## src/rtl/lfsr_word_arbiter_if.sv

```systemverilog
// Consumer-side bus of the LFSR word arbiter: per-requester request levels in,
// one-hot grant pulse, valid strobe and the random word out.
//   req   : requester -> arbiter, level held until granted
//   grant : arbiter -> requesters, one-hot single-cycle pulse
//   valid : arbiter -> requesters, high exactly while grant is non-zero
//   data  : arbiter -> requesters, random word, bit order [0:15]
interface lfsr_word_arbiter_if #(
  parameter int unsigned N_REQ = 4
) ();

  logic [N_REQ-1:0] req;
  logic [N_REQ-1:0] grant;
  logic             valid;
  logic [0:15]      data;

  // Requester side
  modport master (
    output req,
    input  grant,
    input  valid,
    input  data
  );

  // Arbiter side
  modport slave (
    input  req,
    output grant,
    output valid,
    output data
  );

endinterface

```

## src/rtl/lfsr_word_arbiter.sv

```systemverilog
// Controller/arbiter for a 16-bit Fibonacci LFSR random source. Holds the LFSR
// in reset while seeding, lets it shift at least REFRESH times between two
// handed-out words, and shares words between N_REQ requesters round-robin.
// Ports:
//   CLK        : system clock, rising edge
//   reset_n    : synchronous active-low reset
//   reseed     : single-cycle pulse, restarts seeding and discards freshness
//   lfsr_out   : LFSR state, bit order [0:15]
//   lfsr_reset : registered active-high reset to the LFSR
//   bus        : slave side of lfsr_word_arbiter_if (req/grant/valid/data)
module lfsr_word_arbiter #(
  parameter int unsigned N_REQ   = 4,
  parameter int unsigned REFRESH = 16
) (
  input  logic                CLK,
  input  logic                reset_n,
  input  logic                reseed,
  input  logic [0:15]         lfsr_out,
  output logic                lfsr_reset,
  lfsr_word_arbiter_if.slave  bus
);

  localparam int unsigned WORD_W = 16;
  localparam int unsigned CNT_W  = (REFRESH > 1) ? $clog2(REFRESH) : 1;
  localparam int unsigned PTR_W  = (N_REQ > 1) ? $clog2(N_REQ) : 1;

  localparam logic [CNT_W-1:0] CNT_LAST = CNT_W'(REFRESH - 1);
  localparam logic [PTR_W-1:0] PTR_LAST = PTR_W'(N_REQ - 1);

  typedef enum logic [1:0] {
    ST_INIT  = 2'd0,
    ST_FILL  = 2'd1,
    ST_READY = 2'd2
  } state_t;

  state_t              state_q, state_d;
  logic [CNT_W-1:0]    cnt_q, cnt_d;
  logic [PTR_W-1:0]    ptr_q, ptr_d;
  logic                lfsr_reset_q, lfsr_reset_d;
  logic [N_REQ-1:0]    grant_q, grant_d;
  logic                valid_q, valid_d;
  logic [0:WORD_W-1]   data_q, data_d;

  logic [N_REQ-1:0]    req_s;
  logic                win_found;
  logic [PTR_W-1:0]    win_idx;
  logic [PTR_W-1:0]    win_next;

  assign req_s = bus.req;

  // Round-robin search: first set request at or above ptr_q, wrapping.
  always_comb begin : arb_c
    int unsigned idx;
    logic [PTR_W-1:0] idx_p;
    win_found = 1'b0;
    win_idx   = '0;
    idx       = 0;
    idx_p     = '0;
    for (int unsigned k = 0; k < N_REQ; k++) begin
      idx = 32'(ptr_q) + k;
      if (idx >= N_REQ) begin
        idx = idx - N_REQ;
      end
      idx_p = PTR_W'(idx);
      if (!win_found && req_s[idx_p]) begin
        win_found = 1'b1;
        win_idx   = idx_p;
      end
    end
  end

  // Pointer after the winner; explicit wrap keeps non-power-of-two N_REQ in range.
  assign win_next = (win_idx == PTR_LAST) ? '0 : win_idx + PTR_W'(1);

  // State register
  always_ff @(posedge CLK) begin
    if (!reset_n) begin
      state_q      <= ST_INIT;
      cnt_q        <= '0;
      ptr_q        <= '0;
      lfsr_reset_q <= 1'b1;
      grant_q      <= '0;
      valid_q      <= 1'b0;
      data_q       <= '0;
    end else begin
      state_q      <= state_d;
      cnt_q        <= cnt_d;
      ptr_q        <= ptr_d;
      lfsr_reset_q <= lfsr_reset_d;
      grant_q      <= grant_d;
      valid_q      <= valid_d;
      data_q       <= data_d;
    end
  end

  // Next-state and output logic; grant/valid default low so each grant is a one-cycle pulse.
  always_comb begin
    state_d      = state_q;
    cnt_d        = cnt_q;
    ptr_d        = ptr_q;
    lfsr_reset_d = 1'b0;
    grant_d      = '0;
    valid_d      = 1'b0;
    data_d       = data_q;

    if (reseed) begin
      // Reseed wins over any pending request and restarts the fill.
      state_d      = ST_INIT;
      lfsr_reset_d = 1'b1;
      cnt_d        = '0;
    end else begin
      unique case (state_q)
        ST_INIT: begin
          // LFSR is reset at this edge by the still-high lfsr_reset.
          state_d = ST_FILL;
          cnt_d   = '0;
        end
        ST_FILL: begin
          if (cnt_q == CNT_LAST) begin
            state_d = ST_READY;
            cnt_d   = '0;
          end else begin
            cnt_d = cnt_q + CNT_W'(1);
          end
        end
        ST_READY: begin
          if (win_found) begin
            data_d  = lfsr_out;
            grant_d = N_REQ'(1) << win_idx;
            valid_d = 1'b1;
            ptr_d   = win_next;
            cnt_d   = '0;
            state_d = ST_FILL;
          end
        end
        default: begin
          state_d      = ST_INIT;
          lfsr_reset_d = 1'b1;
          cnt_d        = '0;
        end
      endcase
    end
  end

  assign lfsr_reset = lfsr_reset_q;
  assign bus.grant  = grant_q;
  assign bus.valid  = valid_q;
  assign bus.data   = data_q;

endmodule

```

## src/flat_wrapper.sv

```systemverilog
// flat-port wrapper written by rule: the top's interface ports become plain ports
module lfsr_word_arbiter_flat 
#(
  parameter int unsigned N_REQ   = 4,
  parameter int unsigned REFRESH = 16
)
  (CLK, reset_n, reseed, lfsr_out, lfsr_reset, bus_req, bus_grant, bus_valid, bus_data);
  lfsr_word_arbiter_if #(.N_REQ(N_REQ)) bus_i ();
  input  logic CLK;
  input  logic reset_n;
  input  logic reseed;
  input  logic [0:15] lfsr_out;
  output logic lfsr_reset;
  input wire logic [$bits(bus_i.req)-1:0] bus_req;
  output wire logic [$bits(bus_i.grant)-1:0] bus_grant;
  output wire logic [$bits(bus_i.valid)-1:0] bus_valid;
  output wire logic [$bits(bus_i.data)-1:0] bus_data;
  assign bus_i.req = bus_req;
  assign bus_grant = bus_i.grant;
  assign bus_valid = bus_i.valid;
  assign bus_data = bus_i.data;
  lfsr_word_arbiter #(.N_REQ(N_REQ), .REFRESH(REFRESH)) u_core (.CLK(CLK), .reset_n(reset_n), .reseed(reseed), .lfsr_out(lfsr_out), .lfsr_reset(lfsr_reset), .bus(bus_i));
endmodule
```

## config.mk

```make
export PLATFORM = sky130hd
export DESIGN_NAME = lfsr_word_arbiter_flat
export DESIGN_NICKNAME = d
export VERILOG_FILES = /design/src/rtl/lfsr_word_arbiter_if.sv /design/src/rtl/lfsr_word_arbiter.sv /design/src/flat_wrapper.sv
export SDC_FILE = /design/constraint.sdc
export NUM_CORES = 1
export LEC_CHECK = 0
export CORE_UTILIZATION = 43
export CTS_CLUSTER_SIZE = 20
export DETAILED_ROUTE_END_ITERATION = 16
export PLACE_DENSITY = 0.74
export RECOVER_POWER = 25
export SYNTH_ARGS = -nofsm -noshare
export SYNTH_HDL_FRONTEND = slang
export SYNTH_SLANG_ARGS = --single-unit
```

## constraint.sdc

```tcl
create_clock -name CLK -period 1.5 [get_ports CLK]
set_input_delay 0.3 -clock CLK [delete_from_list [all_inputs] [get_ports CLK]]
set_output_delay 0.3 -clock CLK [all_outputs]
set_load 0.05 [all_outputs]
```

Yosys cells after proc, flatten, opt, wreduce, memory -nomap -nowiden
Index checks and enable logic that the tools add are counted.
- word-level logic and storage cells: 77
- input port bits: 23
- output and inout port bits: 22
- bits in registers: 30
- reduce and logical (&&, ||, !) cells: 13
- equality and inequality tests: 6
- shift operators: 1
- muxes and demuxes: 29
- magnitude comparators: 8
- bitwise logic cells: 4
- $add $sub $neg: 9
- operators by type and width (cell ; count):
    2-bit 2-to-1 mux ; 11
    2-bit by 3-bit less-than comparator with 1-bit output (second input constant) ; 4
    1-bit 2-to-1 mux ; 10
    3-bit greater-or-equal comparator (second input constant) ; 3
    1-bit binary-select mux with 2-bit select ; 4
    4-bit 2-to-1 mux ; 2
    4-bit one-hot mux with 2 select lines ; 1
    2-bit by 1-bit subtractor with 2-bit output (second input constant) ; 4
    2-bit by 2-bit adder with 3-bit output (second input constant) ; 2
    2-bit one-hot mux with 3 select lines ; 1
    3-bit OR reduction ; 2
    4-bit by 1-bit adder with 4-bit output (second input constant) ; 1
    2-bit equality test (second input constant) ; 2
    4-bit equality test (second input constant) ; 1
    2-bit by 1-bit inequality test with 1-bit output (second input constant) ; 2
    1-bit NOT ; 4
    4-bit OR reduction ; 1
    1-bit by 2-bit left shift with 4-bit output (first input constant) ; 1
    2-bit by 1-bit adder with 3-bit output (second input constant) ; 1
    2-bit by 3-bit greater-or-equal comparator with 1-bit output (second input constant) ; 1
    1-bit logical AND ; 3
    1-bit logical NOT ; 3
    3-bit AND reduction ; 1
    2-bit by 1-bit adder with 2-bit output (second input constant) ; 1
    4 further kinds ; 4

Depth between registers and ports, before layout
- depth after elaboration: 16
- depth in mapped cells: 6
- mapped depth without buffers: 5

Worst setup path after synthesis
OpenSTA, ideal clock, no wires.
- path type: reg-to-reg
- start point: register u_core.state_q[0]
- end point: register u_core.data_q (netlist bit u_core.bus.data[0])
- buffers on the path: 2
- slack: 0.214 ns
- data arrival time: 1.169 ns
- period minus slack after synthesis: 1.286 ns
- library setup time: 0.117 ns
- cell stages (with the launch flop): 7
- required time: 1.383 ns
- path through: dfxtp_1 nand2b_1 or3_1 buf_4 buf_6 nand2_1 a21boi_1
- cells in the longest elaborated chain, start to end: 2
- RTL lines (element ; RTL line ; text):
    start: declaration ; lfsr_word_arbiter.sv:36 ; state_t state_q, state_d;
    start signal: assignment ; lfsr_word_arbiter.sv:86 ; state_q <= state_d;
    2-bit equality test ; lfsr_word_arbiter.sv:112 ; unique case (state_q)
    3-bit AND reduction (no source line) ; - ;
    end signal: assignment ; lfsr_word_arbiter.sv:92 ; data_q <= data_d;
    end: declaration ; lfsr_word_arbiter.sv:42 ; logic [0:WORD_W-1] data_q, data_d;
Every way passes these cells.
A chain may end at the register's enable or synchronous reset.

Worst setup path in the final report
- start point: register u_core.data_q (netlist bit u_core.bus.data[0])
- end point: output bus_data[15]
- RTL lines (element ; RTL line ; text):
    end: declaration ; flat_wrapper.sv:17 ; output wire logic [$bits(bus_i.data)-1:0] bus_data;
No word-level cell between the ends.

==> metrics <==
status=completed; TritonCTS clock tree=built; Final Max Slew Viols=0; WL final=2910 microns; leakage=0.817 nW; CP endpoint kind=primary output; synth top area cells=dfxtp_1 49%, nand2_1 11%, a21boi_1 6.1%, a21boi_0 3.7%, nor2_1 2.7%; Post-DP HPWL=2280 microns; Syn Inst Count=138; max-capacitance violation count=0; Layout fillers=223; vias in the first global route=1147; number of I/O pins=45; EDFF count, synth=0; worst-skew pair later-pin latency=0.32 ns; top cell type's share of synthesized area=48.8%; global-route wire length before repair=4790 microns; register area=601 sq um; final setup fails=0; cell taking the most area after synthesis=dfxtp_1; reg-to-reg endpoint=u_core.bus.grant[1]; vias per cell=5.05; pin count of the biggest net entering global routing=19; starting density of the core=45.0%; total nets after synthesis=162; Max Freq=728 MHz; global route total overflow=0; vias=1136; worst path buffer plus inverter count=1; syn_area_per_cell=8.91 sq um; most common cell after layout, fill and taps aside=nand2_1; Required @ worst endpoint=1.20 ns; DRC=0; Min Clock Period, post-route=1.37 ns; uppermost routed layer=met4; Root Buffer=clkbuf_4; #FFs+latches synth=30; crit start category=flop; initial antenna violation count=0; area grow syn2layout=53.9%; crit-path max FO=2; ANT cells=0; Layout Skew=0.00451 ns; Util after Layout=69.2%; Worst Path Arrival=1.07 ns; Reg2Reg Depth=6; final hold violations=0; worst hold start=u_core.bus.data[4]; die area=3080 sq um; post-DR wirelength/cell=12.9 microns; DR pass1 iterations=4; chip height=55.5 microns; Placer Congestion=0.811; RSZ-0062 raised after global routing=false; CP peak stage delay=0.42 ns; met1 WL=1240 microns; Seq/Total Area, Yosys=48.8%; CTS H-tree lvls=2; HP Class=reg2reg; crit share post-route=91.6%; Rel. slew slack=65.7%; Worst Hold Path EP=u_core.bus.data[4]; Async S/R FF share, synth=0%; CP max-delay cell=dlymetal6s2s_1; hold_ws=0.463 ns; most frequent cells in the layout=36 x nand2_1, 30 x dfxtp_1, 18 x clkdlybuf4s50_1; CTS buffer count=5; post-synth cell types=35; synth warn=0; DR iter-0 viols=23; port buffer count=44; Peak VDD IR=0.798 mV; Total GRT Usage=20.1%; Worst Tran Pin Value=0.514 ns; CORE AREA=2730 sq um; Critical Path, Cell by Cell=dlymetal6s2s_1; clock net sink count=30; cell count along the critical path=1; family with the most delay on the worst path=buffers and inverters; mapped cell area=1230 sq um; power density cells=720 nW/um^2; r2r startpoint=u_core.ptr_q[0]; Worst-path clk slew=0.08 ns; # rows=19; fraction of layout cells with a size suffix above 1=19.6%; Met2 Wirelength=1530 microns; CTS max path bufs=2; Routed Antenna Nets=0; Final nets=218; Die X=55.5 microns; Multi-input gate area=591 sq um; met3 routed WL=124 microns; top_reg_cell synth=dfxtp_1; Hold Crit Depth=2; R2R setup slack=0.15 ns; WS Path Type=reg2out
==> routing by layer <==
metal,up-vias,GRT usage [%]
met5,-,0
met4,0,6.79
met3,2,8.43
met2,30,36.7
met1,524,20.6
li1,580,-
==> synthesized netlist by cell type, types with 2 or more instances <==
| master | count |
|---|---|
| clkbuf_1 | 2 |
| a21boi_0 | 6 |
| nand2b_1 | 5 |
| nor3_1 | 3 |
| a21o_1 | 2 |
| nor2b_1 | 4 |
| a21oi_1 | 6 |
| nand2_1 | 36 |
| dfxtp_1 | 30 |
| o21ai_0 | 2 |
| nor2_1 | 9 |
| a21boi_1 | 10 |
==> cell families after synthesis <==
logic type / Yosys count / synth area share, %
adders and majority gates: 1 / 1.02
DFF: 30 / 48.8
xor gates and xnor gates: 1 / 0.712
AOI/OAI and AO/OA: 32 / 19.8
and+or+nand+nor: 65 / 25.2
buffers and inverters: 8 / 3.56
muxes: 1 / 0.814
==> registers in the layout, summed over array words and instances, names as in the netlist <==
name and cells:
u_core.cnt_q 4, u_core.bus.grant 4, u_core.bus.data 16, u_core.bus.valid 1, u_core.lfsr_reset 1, u_core.ptr_q 2
u_core.state_q 2
==> area by class of cell <==
class,count,area share (%)
timing repair buffer,55,32.3
multi-input combinational,100,31.2
inverter,2,0.397
sequential,30,31.7
tap,31,2.05
clock buffer,7,2.38
==> report_power, final <==
group          internal (mW)  total [mW]  switching (mW)
Combinational         0.0811       0.135          0.0540
Sequential             0.799       0.803         0.00339
Clock                  0.176       0.425           0.249
==> stage by stage <==
step	cells	instance area, sq um	total power, mW	setup slack [ns]	setup TNS, ns
after floorplan	138	1230	0.872	0.214	0
after CTS	225	2000	1.39	0.131	0
after global routing	225	1890	1.43	0.0410	0
after global placement	217	1950	0.959	-0.299	-7.55
final	225	1890	1.36	0.126	0
after detailed placement	217	1950	0.963	-0.389	-8.85
==> worst max-delay path by stage <==
stage | end | from | slack, ns
floorplan | u_core.bus.data[0] | u_core.state_q[0] | 0.21
global placement | u_core.bus.data[8] | bus_req[0] | -0.30
detailed placement | u_core.cnt_q[2] | bus_req[0] | -0.39
CTS | u_core.bus.grant[1] | u_core.ptr_q[0] | 0.13
global route | u_core.bus.grant[1] | u_core.ptr_q[0] | 0.04
finish | bus_data[15] | u_core.bus.data[0] | 0.13
==> repair_timing <==
action,4_1_cts,5_1_grt
setup endpoints to repair,12,0
buffers inserted,1,0
hold buffers,0,0
gates resized for setup,4,0
Note: power is estimated with default switching activity, not from simulation.
